**config.mk**
```make
export PLATFORM = sky130hd
export DESIGN_NAME = fibo_sequencer_flat
export DESIGN_NICKNAME = d
export VERILOG_FILES = /design/src/rtl/fibo_sequencer_if.sv /design/src/rtl/fibo_sequencer.sv /design/src/flat_wrapper.sv
export SDC_FILE = /design/constraint.sdc
export NUM_CORES = 1
export LEC_CHECK = 0
export ABC_AREA = 1
export CAP_MARGIN = 10
export CORE_ASPECT_RATIO = 1.2
export CORE_MARGIN = 4
export CORE_UTILIZATION = 55
export CTS_CLUSTER_DIAMETER = 120
export DETAILED_ROUTE_END_ITERATION = 12
export GPL_TIMING_DRIVEN = 0
export PLACE_DENSITY = 0.89
export SETUP_SLACK_MARGIN = 0.02
export SLEW_MARGIN = 20
export SYNTH_ARGS = -nofsm -noshare
export SYNTH_HDL_FRONTEND = slang
export SYNTH_SLANG_ARGS = --single-unit
```
**constraint.sdc**
```tcl
create_clock -name clk -period 2.9 [get_ports clk]
set_clock_uncertainty 0.1 [all_clocks]
set_input_delay 0.87 -clock clk [delete_from_list [all_inputs] [get_ports clk]]
set_output_delay 0.87 -clock clk [all_outputs]
set_load 0.02 [all_outputs]
```
**src/rtl/fibo_sequencer_if.sv**
```systemverilog
// Request, calculator and result-stream signals of the Fibonacci sequencer.
// master is the sequencer's view; slave is the surrounding logic's view.
interface fibo_sequencer_if;
  logic        start;
  logic [4:0]  first_n;
  logic [4:0]  last_n;
  logic        busy;
  logic        err;

  logic        fibo_begin;
  logic [4:0]  fibo_n;
  logic        fibo_done;
  logic [15:0] fibo_value;

  logic        out_valid;
  logic        out_ready;
  logic [4:0]  out_n;
  logic [15:0] out_value;
  logic        out_ovf;
  logic        out_last;

  modport master (
    input  start, first_n, last_n, fibo_done, fibo_value, out_ready,
    output busy, err, fibo_begin, fibo_n,
           out_valid, out_n, out_value, out_ovf, out_last
  );

  modport slave (
    output start, first_n, last_n, fibo_done, fibo_value, out_ready,
    input  busy, err, fibo_begin, fibo_n,
           out_valid, out_n, out_value, out_ovf, out_last
  );
endinterface

```
**src/rtl/fibo_sequencer.sv**
```systemverilog
// Walks first_n..last_n through the calculator, one request in flight; results land in a show-ahead FIFO.
// Result visible one cycle after done; a new request is withheld while the FIFO is full.
module fibo_sequencer #(
  parameter int unsigned FIFO_DEPTH = 4,
  parameter int unsigned OVF_LIMIT  = 24
) (
  input  logic             clk,
  input  logic             reset_n,
  fibo_sequencer_if.master io
);

  localparam int unsigned AW      = (FIFO_DEPTH > 1) ? $clog2(FIFO_DEPTH) : 1;
  localparam logic [AW:0] DEPTH_C = (AW + 1)'(FIFO_DEPTH);

  typedef enum logic [1:0] {
    S_IDLE,
    S_ISSUE,
    S_WAIT
  } state_t;

  typedef struct packed {
    logic [4:0]  n;
    logic [15:0] value;
    logic        ovf;
    logic        last;
  } entry_t;

  state_t        r_state;
  logic [4:0]    r_cur_n;
  logic [4:0]    r_end_n;
  logic          r_busy;
  logic          r_err;
  logic          r_fibo_begin;

  entry_t        r_mem [FIFO_DEPTH];
  logic [AW-1:0] r_wr_ptr;
  logic [AW-1:0] r_rd_ptr;
  logic [AW:0]   r_cnt;

  logic          w_at_end;
  logic          w_push;
  logic          w_pop;
  logic          w_start_bad;
  logic          w_start_ok;
  logic          w_space_next;
  logic [AW:0]   w_cnt_next;
  entry_t        w_wr_entry;
  entry_t        w_head;

  always_comb begin
    w_at_end     = (r_cur_n == r_end_n);
    w_pop        = (r_cnt != '0) && io.out_ready;
    w_push       = (r_state == S_WAIT) && io.fibo_done && ((r_cnt != DEPTH_C) || w_pop);
    w_start_bad  = io.start && ((io.first_n == 5'd0) || (io.first_n > io.last_n));
    w_start_ok   = io.start && !w_start_bad;

    case ({w_push, w_pop})
      2'b10:   w_cnt_next = r_cnt + (AW + 1)'(1);
      2'b01:   w_cnt_next = r_cnt - (AW + 1)'(1);
      default: w_cnt_next = r_cnt;
    endcase
    // begin is registered, so the slot check is made against next cycle's occupancy
    w_space_next = (w_cnt_next < DEPTH_C);

    w_wr_entry = '{
      n:     r_cur_n,
      value: io.fibo_value,
      ovf:   (32'(r_cur_n) > OVF_LIMIT),
      last:  w_at_end
    };
    w_head = r_mem[r_rd_ptr];
  end

  always_ff @(posedge clk or negedge reset_n) begin
    if (!reset_n) begin
      r_state      <= S_IDLE;
      r_cur_n      <= '0;
      r_end_n      <= '0;
      r_busy       <= 1'b0;
      r_err        <= 1'b0;
      r_fibo_begin <= 1'b0;
    end else begin
      r_err <= 1'b0;
      case (r_state)
        S_IDLE: begin
          r_fibo_begin <= 1'b0;
          if (w_start_ok) begin
            r_cur_n      <= io.first_n;
            r_end_n      <= io.last_n;
            r_busy       <= 1'b1;
            r_fibo_begin <= w_space_next;
            r_state      <= S_ISSUE;
          end else begin
            r_err <= w_start_bad;
          end
        end
        S_ISSUE: begin
          if (r_fibo_begin) begin
            r_fibo_begin <= 1'b0;
            r_state      <= S_WAIT;
          end else begin
            r_fibo_begin <= w_space_next;
          end
        end
        S_WAIT: begin
          // done is only trusted here; outside WAIT it may be left high by the previous run
          if (io.fibo_done) begin
            if (w_at_end) begin
              r_busy  <= 1'b0;
              r_state <= S_IDLE;
            end else begin
              r_cur_n      <= r_cur_n + 5'd1;
              r_fibo_begin <= w_space_next;
              r_state      <= S_ISSUE;
            end
          end
        end
        default: begin
          r_fibo_begin <= 1'b0;
          r_state      <= S_IDLE;
        end
      endcase
    end
  end

  always_ff @(posedge clk or negedge reset_n) begin
    if (!reset_n) begin
      r_wr_ptr <= '0;
      r_rd_ptr <= '0;
      r_cnt    <= '0;
    end else begin
      if (w_push) begin
        r_wr_ptr <= r_wr_ptr + AW'(1);
      end
      if (w_pop) begin
        r_rd_ptr <= r_rd_ptr + AW'(1);
      end
      r_cnt <= w_cnt_next;
    end
  end

  always_ff @(posedge clk) begin
    if (w_push) begin
      r_mem[r_wr_ptr] <= w_wr_entry;
    end
  end

  assign io.busy       = r_busy;
  assign io.err        = r_err;
  assign io.fibo_begin = r_fibo_begin;
  assign io.fibo_n     = r_cur_n;
  assign io.out_valid  = (r_cnt != '0);
  assign io.out_n      = w_head.n;
  assign io.out_value  = w_head.value;
  assign io.out_ovf    = w_head.ovf;
  assign io.out_last   = w_head.last;

endmodule
```
**src/flat_wrapper.sv**
```systemverilog
// flat-port wrapper written by rule: the top's interface ports become plain ports
module fibo_sequencer_flat 
#(
  parameter int unsigned FIFO_DEPTH = 4,
  parameter int unsigned OVF_LIMIT  = 24
)
  (clk, reset_n, io_start, io_first_n, io_last_n, io_fibo_done, io_fibo_value, io_out_ready, io_busy, io_err, io_fibo_begin, io_fibo_n, io_out_valid, io_out_n, io_out_value, io_out_ovf, io_out_last);
  fibo_sequencer_if io_i ();
  input  logic clk;
  input  logic reset_n;
  input wire logic [$bits(io_i.start)-1:0] io_start;
  input wire logic [$bits(io_i.first_n)-1:0] io_first_n;
  input wire logic [$bits(io_i.last_n)-1:0] io_last_n;
  input wire logic [$bits(io_i.fibo_done)-1:0] io_fibo_done;
  input wire logic [$bits(io_i.fibo_value)-1:0] io_fibo_value;
  input wire logic [$bits(io_i.out_ready)-1:0] io_out_ready;
  output wire logic [$bits(io_i.busy)-1:0] io_busy;
  output wire logic [$bits(io_i.err)-1:0] io_err;
  output wire logic [$bits(io_i.fibo_begin)-1:0] io_fibo_begin;
  output wire logic [$bits(io_i.fibo_n)-1:0] io_fibo_n;
  output wire logic [$bits(io_i.out_valid)-1:0] io_out_valid;
  output wire logic [$bits(io_i.out_n)-1:0] io_out_n;
  output wire logic [$bits(io_i.out_value)-1:0] io_out_value;
  output wire logic [$bits(io_i.out_ovf)-1:0] io_out_ovf;
  output wire logic [$bits(io_i.out_last)-1:0] io_out_last;
  assign io_i.start = io_start;
  assign io_i.first_n = io_first_n;
  assign io_i.last_n = io_last_n;
  assign io_i.fibo_done = io_fibo_done;
  assign io_i.fibo_value = io_fibo_value;
  assign io_i.out_ready = io_out_ready;
  assign io_busy = io_i.busy;
  assign io_err = io_i.err;
  assign io_fibo_begin = io_i.fibo_begin;
  assign io_fibo_n = io_i.fibo_n;
  assign io_out_valid = io_i.out_valid;
  assign io_out_n = io_i.out_n;
  assign io_out_value = io_i.out_value;
  assign io_out_ovf = io_i.out_ovf;
  assign io_out_last = io_i.out_last;
  fibo_sequencer #(.FIFO_DEPTH(FIFO_DEPTH), .OVF_LIMIT(OVF_LIMIT)) u_core (.clk(clk), .reset_n(reset_n), .io(io_i));
endmodule
```
# Word level (Yosys, flattened, before mapping)
# Memory sizes are Yosys's and may differ from the RTL's.
# Index checks and enable logic that the tools add are counted.
# totals
reg_bits	22
mem_bits_rw	92
in_bits	31
output_inout_bits	32
elab_cells	69
mem_count	1
# mem_list
name	depth	width	read_ports	rd_clocked_by_memory_dff	write_ports	line	source
u_core.r_mem	4	23	1	0	1	fibo_sequencer.sv:35	entry_t r_mem [FIFO_DEPTH];
# classes
add_sub_neg	5
order_cmp	3
eq_ne	11
n_mux	23
n_reduce_logical	17
# op_table
cell	n
$mux 5	3
$mux 1	12
$pmux 5 s2	1
$reduce_and 4->1	2
$mux 2	3
$ne 2x1->1 const B	3
$pmux 2 s3	1
$pmux 3 s2	1
$add 5x1->5 const B	1
$eq 5x5->1	1
$gt 5x5->1	1
$gt 5x5->1 const B	1
$logic_and 1x1->1	5
$logic_not 5->1	1
$add 2x1->2 const B	2
$eq 2x1->1 const B	2
$eq 2x2->1 const B	2
$ne 2x2->1 const B	2
$reduce_and 2->1	2
$add 3x1->3 const B	1
$lt 3x3->1 const B	1
$ne 3x3->1 const B	1
$pmux 1 s3	1
$reduce_and 3->1	1
7 further kinds	8

# Depth between registers and ports, before layout
# depth
ltp_word	10
mapped_depth	13
depth_no_buf	13

# Worst setup path before layout
# Ideal clock, no wire load.
# synth_path
path_kind	input to register
start	input port io_fibo_done
end	memory u_core.r_mem[0][0] in the netlist's numbering, enable pin
setup_ns	0.403
arrival_ns	2.197
required_time_ns	2.397
setup_slack_ns	0.200
cell_stages	4
n_path_buf	0
cell_sequence	inv_1 nor2_8 o21ai_2 nor2_1
# synth_via
elab_chain_cells	4
# synth_rtl
item	line	source
start: declaration	flat_wrapper.sv:14	input wire logic [$bits(io_i.fibo_done)-1:0] io_fibo_done;
$logic_and 1x1->1 (2 in series)	fibo_sequencer.sv:53	w_push = (r_state == S_WAIT) && io.fibo_done && ((r_cnt != DEPTH_C) || w_pop);
$mux 1	fibo_sequencer.sv:143	if (w_push) begin
$mux 1 (not written as such)	fibo_sequencer.sv:144	r_mem[r_wr_ptr] <= w_wr_entry;
end: declaration	fibo_sequencer.sv:35	
# Every way passes these cells.

# Worst setup path in the final report
# layout_path
start	register u_core.r_rd_ptr[0]
end	output port io_out_n[2]
# layout_via
elab_chain_cells	1
# layout_rtl
item	line	source
start: declaration	fibo_sequencer.sv:37	logic [AW-1:0] r_rd_ptr;
start signal: assignment	fibo_sequencer.sv:136	r_rd_ptr <= r_rd_ptr + AW'(1);
$mem_v2 4x23	-	
end: declaration	flat_wrapper.sv:22	output wire logic [$bits(io_i.out_n)-1:0] io_out_n;
# Every way passes these cells.

==> impl_metrics.ini <==
[timing]
slew_headroom_pct = 48.3
finalSetupViolations = 0
hold_viol = 0
finalMaxSlewViolations = 0
worst_pin_slew_ns = 0.774
fin_crit_sh_pct = 98.6
setup_tns_ns = 0
setup_ws_ns = 0.0416
rsz0062_at_grt = no
fmax_mhz = 350
period_needed_ns = 2.86

[layout]
regArea_sq_mm = 0.00332
diodes = 0
layout.nets = 554
area_delta_synth_final_pct = 27.9
multiInputGateArea_sq_mm = 0.00139
final_area_sq_mm = 0.00627
drive_gt1_share_pct = 18.5
mostFrequentLayoutCells = 92 x edfxtp_1, 64 x nand2_1, 60 x nor2_1, 52 x o21ai_0, 38 x clkdlybuf4s50_1
layout_commonest_cell = edfxtp_1
fillers = 559

[placement]
dp_slack_ns = -0.183
place_hpwl_mm = 7.14
place_congestion = 0.820
port_buffers = 62
place_area_sq_mm = 0.00570

[worst_setup_path]
startpoint_type = flop
critPathMaxFanout = 10
required_ns = 1.93
worst_ep_arrival_time_ns = 1.89
crit_type = flop to primary output
end_kind = primary output

[power]
power_density_mw_per_mm2 = 1070
vdd_drop_max_uv = 579
p_leak_nw = 2.51

[global_route]
grt_max_degree = 24
grt_overflow_total = 0
antenna_found_initial = 0
grt_usage_pct = 22.5
grt_pass1_wl_mm = 18.0
grt_pass1_vias = 3695

[route]
drc = 0
drt_wl_total_mm = 11.4
vias = 3566
wire_per_inst_um = 17.9
ant_nets = 0
vias_per_cell = 5.57
drt-initial-drc-count = 301
dr.pass1.iters = 5

[yosys]
synth_cell_types = 30
ys_ff_latch = 114
synth.yosys.seq_area_share_pct = 67.6
synth_top_area_share_pct = 56.3
synth_area_leaders = edfxtp_1 56%, dfrtp_1 11%, o21ai_0 5.4%
syn-cell-area_sq_mm = 0.00490
synth_top_area_cell = edfxtp_1
syn-mean-instance-area_sq_um = 11.4
ys_warn_count = 0
syn_nets = 473
synth_cells = 430

[clocking]
cts_max_path_buffers = 2
cts_hold_buf = 0
post-cts-setup-buffers = 0
clkTransAtPathRegs_ns = 0.06
root_buffer = clkbuf_8
tritoncts = yes
cts_buffers = 17
clk_latency_ns = 0.52
clkSinkCount = 114
h-tree-depth = 4

[outcome]
status = finished clean

[floorplanning]
row_count = 37
die_h_um = 111
io_pins = 63
die_area_sq_mm = 0.0105
die_width_um = 94.2
start_util_pct = 56.7
core_area_sq_mm = 0.00866

[min_path]
hold_path.class = input pin to async pin

[flow_run]
max_cap_violations = 0
==> layout make-up <==
type	instances	share of cell area, %
Inverter	39	2.33
Timing Repair Buffer	62	8.44
Clock buffer	17	6.60
Clock inverter	14	2.63
Sequential cell	114	52.9
Tap cell	117	2.33
Multi-Input combinational cell	257	22.1
Buffer	20	2.67
==> metrics by stage <==
step           util (%)  instances  hold slack [ns]  power [mW]
2_1_floorplan         -        430            0.379        3.67
3_3_place_gp       65.5        609            0.398        4.57
3_5_place_dp       65.9        609            0.409        4.71
4_1_cts            73.0        640            0.424        6.73
5_1_grt            72.5        640            0.256        7.03
6_report           72.5        640            0.225        6.71
==> power by group <==
| part | internal [mW] | switching [mW] | total, mW |
|---|---|---|---|
| Combinational | 0.908 | 1.54 | 2.45 |
| Clock | 1.30 | 0.739 | 2.04 |
| Sequential | 2.00 | 0.222 | 2.22 |
| Total | 4.21 | 2.50 | 6.71 |
==> critical path: stages, from the launching register on <==
cell	delay [ns]
dfrtp_1	0.40
buf_4	0.19
clkbuf_8	0.18
o21ai_0	0.27
o22ai_2	0.16
buf_4	0.18
==> sequential cells by signal, summed over array words and instances (netlist names) <==
name and flops:
u_core.r_mem 92, u_core.io.fibo_n 5, u_core.r_end_n 5, u_core.r_cnt 3, u_core.r_rd_ptr 2, u_core.r_state 2, u_core.r_wr_ptr 2, u_core.io.busy 1
u_core.io.err 1, u_core.io.fibo_begin 1
==> cell usage after synthesis <==
| master | instances |
|---|---|
| nand2_2 | 4 |
| nand3_2 | 2 |
| ha_1 | 11 |
| o21ai_0 | 53 |
| xor2_1 | 2 |
| nand3b_1 | 1 |
| o21ai_2 | 1 |
| inv_2 | 3 |
| dfrtp_1 | 22 |
| o21ai_1 | 5 |
| nor2_1 | 64 |
| clkbuf_1 | 11 |
| buf_4 | 6 |
| nand4_4 | 1 |
| nor2_8 | 1 |
| nor3_1 | 2 |
| a31oi_1 | 1 |
| nand2_1 | 64 |
| fa_1 | 1 |
| inv_1 | 36 |
| nor2_4 | 1 |
| a21boi_0 | 1 |
| nand3_1 | 10 |
| a21oi_1 | 4 |
| edfxtp_1 | 92 |
| xnor2_1 | 2 |
| buf_2 | 3 |
| nand2_4 | 2 |
| o22ai_1 | 23 |
| nor2_2 | 1 |
==> cell families after synthesis <==
| group | Yosys count | share of synthesized area, % |
|---|---|---|
| AOI/OAI and AO/OA | 88 | 9.72 |
| and+or+nand+nor | 153 | 13.8 |
| xor gates and xnor gates | 4 | 0.714 |
| DFF | 114 | 67.6 |
| buffers and inverters | 59 | 5.05 |
| adders and majority gates | 12 | 3.21 |
==> final timing paths <==
path / start / end / slack (ns) / depth (start not counted)
max reg2reg: u_core.r_state[0]$_DFFE_PN0P_ / u_core.r_mem[3][16]$_DFFE_PP_ / 0.82 / 5
min: reset_n / u_core.r_end_n[3]$_DFFE_PN0P_ / 0.23 / 1
min in group clk: u_core.io.busy$_DFFE_PN0P_ / u_core.io.busy$_DFFE_PN0P_ / 0.42 / 2
min reg2reg: u_core.io.busy$_DFFE_PN0P_ / u_core.io.busy$_DFFE_PN0P_ / 0.42 / 2
max in group asynchronous: reset_n / u_core.r_rd_ptr[1]$_DFFE_PN0P_ / 2.08 / 1
max: u_core.r_rd_ptr[0]$_DFFE_PN0P_ / io_out_n[2] / 0.04 / 5
==> what timing repair did <==
item | CTS | global route
endpoints found under the setup margin | 24 | 23
pin swaps | 3 | 1
resized for setup | 91 | 30
==> routing by layer <==
metal  vias to the layer above  GRT usage, %  wire (um)
li1                       1649             -          -
met1                      1707          25.0       4290
met2                       183          40.5       6120
met3                        27          5.74        770
met4                         0          8.77        242
met5                         -             0          0
No activity file was read; power rests on OpenSTA's default activity.
